**src/rtl/ysyx_23060332_wbu_pkg.sv**
```systemverilog
// ysyx_23060332_wbu_pkg: shared widths, WBU state encoding and load funct3 codes
//   XLEN    - register data width
//   RADDR_W - register address width
package ysyx_23060332_wbu_pkg;
   localparam int XLEN    = 32;
   localparam int RADDR_W = 5;
   typedef enum logic [1:0] {S_IDLE, S_AR, S_R, S_WB} wbu_state_e;
   localparam logic [2:0] F3_LB  = 3'b000;
   localparam logic [2:0] F3_LH  = 3'b001;
   localparam logic [2:0] F3_LW  = 3'b010;
   localparam logic [2:0] F3_LBU = 3'b100;
   localparam logic [2:0] F3_LHU = 3'b101;
endpackage

```
**src/rtl/ysyx_23060332_wbu_load_ext.sv**
```systemverilog
// ysyx_23060332_load_ext: byte/half lane select and sign/zero extension of a load word
//   rdata  in  aligned memory word
//   offset in  byte offset of the load address
//   funct3 in  load width/sign
//   data   out extended register value
module ysyx_23060332_load_ext
   import ysyx_23060332_wbu_pkg::*;
(
   input  logic [XLEN-1:0] rdata,
   input  logic [1:0]      offset,
   input  logic [2:0]      funct3,
   output logic [XLEN-1:0] data
);
   logic [XLEN-1:0] lane;
   // bytes shifted past the top of the word come in as zero
   assign lane = rdata >> {offset, 3'b000};
   always_comb begin
      data = funct3 == F3_LB  ? {{24{lane[7]}}, lane[7:0]}
           : funct3 == F3_LBU ? {24'h0, lane[7:0]}
           : funct3 == F3_LH  ? {{16{lane[15]}}, lane[15:0]}
           : funct3 == F3_LHU ? {16'h0, lane[15:0]}
           : rdata;
   end
endmodule

```
**src/rtl/ysyx_23060332_wbu.sv**
```systemverilog
// ysyx_23060332_wbu: write-back unit, one register write and one commit pulse per instruction
//   in_*          EXU valid/ready handshake carrying rd, rd_wen, is_load, funct3, result
//   mem_*         aligned word read channel used by loads (AR then R)
//   waddr/wdata/reg_wen  register-file write port, active only in WB
//   commit_valid  one-cycle retire pulse
//   YSYX_23060332_WB_FWD_EN adds fwd_valid/fwd_rd/fwd_data mirroring the WB write
module ysyx_23060332_wbu
   import ysyx_23060332_wbu_pkg::*;
(
   input  logic               clk,
   input  logic               rst,
   input  logic               in_valid,
   output logic               in_ready,
   input  logic [RADDR_W-1:0] in_rd,
   input  logic               in_rd_wen,
   input  logic               in_is_load,
   input  logic [2:0]         in_funct3,
   input  logic [XLEN-1:0]    in_result,
   output logic [XLEN-1:0]    mem_araddr,
   output logic               mem_arvalid,
   input  logic               mem_arready,
   input  logic               mem_rvalid,
   input  logic [XLEN-1:0]    mem_rdata,
   output logic               mem_rready,
   output logic [RADDR_W-1:0] waddr,
   output logic [XLEN-1:0]    wdata,
   output logic               reg_wen,
   output logic               commit_valid
`ifdef YSYX_23060332_WB_FWD_EN
   ,
   output logic               fwd_valid,
   output logic [RADDR_W-1:0] fwd_rd,
   output logic [XLEN-1:0]    fwd_data
`endif
);
   wbu_state_e         state, state_n;
   logic [RADDR_W-1:0] rd_q;
   logic               rd_wen_q;
   logic [2:0]         f3_q;
   logic [XLEN-1:0]    result_q, wdata_q, ld_data;
   logic               wb;
   ysyx_23060332_load_ext u_ext (
      .rdata  (mem_rdata),
      .offset (result_q[1:0]),
      .funct3 (f3_q),
      .data   (ld_data)
   );
   always_ff @(posedge clk) begin
      if (rst) begin
         state    <= S_IDLE;
         rd_q     <= '0;
         rd_wen_q <= 1'b0;
         f3_q     <= '0;
         result_q <= '0;
         wdata_q  <= '0;
      end else begin
         state <= state_n;
         if (state == S_IDLE && in_valid) begin
            rd_q     <= in_rd;
            rd_wen_q <= in_rd_wen;
            f3_q     <= in_funct3;
            result_q <= in_result;
            wdata_q  <= in_result;
         end
         if (state == S_R && mem_rvalid) wdata_q <= ld_data;
      end
   end
   always_comb begin
      state_n = state == S_IDLE ? (in_valid ? (in_is_load ? S_AR : S_WB) : S_IDLE)
              : state == S_AR   ? (mem_arready ? S_R : S_AR)
              : state == S_R    ? (mem_rvalid ? S_WB : S_R)
              : S_IDLE;
   end
   assign wb           = state == S_WB;
   assign in_ready     = state == S_IDLE;
   assign mem_arvalid  = state == S_AR;
   assign mem_rready   = state == S_R;
   assign mem_araddr   = {result_q[XLEN-1:2], 2'b00};
   assign waddr        = wb ? rd_q : '0;
   assign wdata        = wb ? wdata_q : '0;
   assign reg_wen      = wb && rd_wen_q && rd_q != '0;
   assign commit_valid = wb;
`ifdef YSYX_23060332_WB_FWD_EN
   assign fwd_valid = reg_wen;
   assign fwd_rd    = waddr;
   assign fwd_data  = wdata;
`endif
endmodule
```
**config.mk**
```make
export PLATFORM = sky130hd
export DESIGN_NAME = ysyx_23060332_wbu
export DESIGN_NICKNAME = d
export VERILOG_FILES = /design/src/rtl/ysyx_23060332_wbu_pkg.sv /design/src/rtl/ysyx_23060332_wbu_load_ext.sv /design/src/rtl/ysyx_23060332_wbu.sv
export SDC_FILE = /design/constraint.sdc
export NUM_CORES = 1
export LEC_CHECK = 0
export ABC_AREA = 1
export CAP_MARGIN = 20
export CORE_ASPECT_RATIO = 1.1
export CORE_MARGIN = 3
export CORE_UTILIZATION = 49
export CTS_CLUSTER_DIAMETER = 150
export DETAILED_ROUTE_END_ITERATION = 16
export PLACE_DENSITY = 0.92
export SETUP_SLACK_MARGIN = 0.5
export SLEW_MARGIN = 20
export SYNTH_ARGS = -nofsm -noshare
export SYNTH_HDL_FRONTEND = slang
export SYNTH_SLANG_ARGS = --single-unit
```
**constraint.sdc**
```tcl
create_clock -name clk -period 2.26 [get_ports clk]
set_input_delay 0.226 -clock clk [delete_from_list [all_inputs] [get_ports clk]]
set_output_delay 0.226 -clock clk [all_outputs]
set_load 0.005 [all_outputs]
```
==> results.tsv <==
metric	value	unit
outcome	completed	
syn_to_final_growth	37.52	%
drc	0	
multi_input_area	0.002044	mm^2
dieArea	0.009731	mm^2
wl	12.46	mm
drv_cap	0	
fp.dieW	94.33	um
placed_cell_area	0.005477	mm^2
place.gp.congestion	0.8716	
finalClockSkew	0.008204	ns
register_area	0.001510	mm^2
cts-root-buf	clkbuf_8	
nets	828	
clock_path_buffers	2	
ys_top_cells_by_area	dfxtp_1 (36%), nand2_1 (19%), a21oi_1 (9.0%), buf_4 (6.4%), nor2_1 (5.0%)	
finalSetupViolCount	0	
numCtsBuffers	9	
pin_count	153	
clock_sinks	75	
power_leakage	2.684	nW
crit_path_end_kind	output pin	
ys.flop_type	dfxtp_1	
crit_fanout	18	
yosysMostFrequentCell	nand2_1	
cts_tree	done	
coreArea	0.008125	mm^2
synth_top_area_share	35.70	%
antenna_found_initial	0	
synth.largest_area_cell	dfxtp_1	
async_flop_share	0	%
synth-seq-cells	75	
rsz0062_at_grt	false	
final_hold_viol_count	0	
vias_per_cell	5.130	
design_area	0.005783	mm^2
total_power	4.019	mW
synth_edf_count	0	
relSlewSlack	57.10	%
instances_no_fill	861	
power_density	694.9	mW/mm^2
die-height	103.2	um
worstHoldPathType	in -> reg	
post-route-util	71.17	%
firstDrtPassIters	5	
yosys-top-cells-count	nand2_1 (212), a21oi_1 (76), dfxtp_1 (75)	
wl_per_cell	14.47	um
ys_warn_count	0	
irDropWorstVdd	0.0003476	V
worst_pin_slew	0.6435	ns
hpwlAfterDp	9.294	mm
portBuffers	150	
grt_use_total	25.57	%
worst_slack	0.6168	ns
drive_gt1_share	10.49	%
dp_cells	843	
clock_latency	0.35	ns
ys_types	28	
antennaDiodeCount	0	
crit_required	2.03	ns
vias	4417	
cp_data_arrival_time	1.42	ns
fillCellCount	679	
avgSynthCellArea	6.571	um^2
wl_met1	5.067	mm
period_needed	1.643	ns
cts.htree.levels	3	
dp_slack	0.3707	ns
dr.max_layer_used	met4	
maxSlewViolCount	0	
grt_pass1_vias	4149	
fin_crit_sh	72.71	%
met2_wirelength	6.301	mm
fmax	608.6	MHz
ant_nets	0	
clk_pin_slew_worst_paths	0.08	ns
grt_max_degree	58	
syn_area	0.004205	mm^2
initial_utilization	51.76	%
whs	0.4353	ns
synth_seq_area_share	35.70	%
row_count	34	
critPathLaunchType	register	
grt_overflow	0	
wl_met3	871	um
drt_iter0_drc	251	
fin_tns_setup	0	ns
grt_pass1_wl	19.52	mm
netlist_instances	640	
crit_type	reg -> out	
[cell type report]
class / instances / area share (%)
sequential: 75 / 26.11
clock buffer: 10 / 2.380
clock inverter: 5 / 2.164
multi-input combinational: 442 / 35.35
tap: 108 / 2.337
timing repair buffer: 166 / 28.00
inverter: 55 / 3.656
[worst max-delay path, cell delays in order (launching register included)]
cell and delay [ns]:
dfxtp_4 0.35, nand2_2 0.09, buf_8 0.13, buf_12 0.14
nor2_1 0.10, dlygate4sd2_1 0.25
[routing by layer]
layer / global-route usage (%) / vias to the layer above
met5: 0 / -
met4: 8.333 / 0
met3: 6.788 / 17
met2: 44.65 / 165
met1: 30.62 / 2028
li1: - / 2207
[worst paths after layout]
kind / from / endpoint / slack (ns) / cells after the start
worst max-delay path: state[0] / waddr[0] / 0.62 / 5
worst max register to register: state[1] / wdata_q[10] / 0.63 / 8
worst min-delay path: rst / state[0] / 0.44 / 4
worst min register to register: result_q[28] / result_q[28] / 0.47 / 2
[cell families after synthesis]
kind of cell	after synthesis	share of synthesized area (%)
flops	75	35.70
other cells	1	0.08917
compound gates	142	19.34
simple gates	298	28.98
buf+inv	124	15.89
[power by group]
part           switching (mW)  internal [mW]  leakage (nW)
Sequential             0.0818           1.48         0.619
Combinational           0.622          0.486          1.93
Clock                   0.485          0.867         0.132
[cells in the final DEF, fill, tap and decap left out, types with 11 or more instances in the layout]
| cell | netlist | routed |
|---|---|---|
| a21oi_1 | 76 | 76 |
| buf_4 | 36 | 12 |
| clkdlybuf4s50_1 | 0 | 107 |
| dfxtp_1 | 75 | 72 |
| dlygate4sd2_1 | 0 | 37 |
| inv_1 | 46 | 46 |
| nand2_1 | 212 | 211 |
| nand3_1 | 15 | 15 |
| nor2_1 | 56 | 55 |
| o21ai_0 | 36 | 36 |
| o21ai_2 | 11 | 11 |
[flip-flops by register name, indices dropped and copies added (netlist names)]
register  flops
result_q     32
wdata_q      32
rd_q          5
f3_q          3
state         2
rd_wen_q      1
[repair_timing]
action | CTS | global route
hold buffers | 0 | 0
pin swaps | 0 | 0
endpoints found under the setup margin | 39 | 30
buffers inserted | 3 | 0
gates resized for setup | 49 | 11
Note: power is estimated with default switching activity, not from simulation.
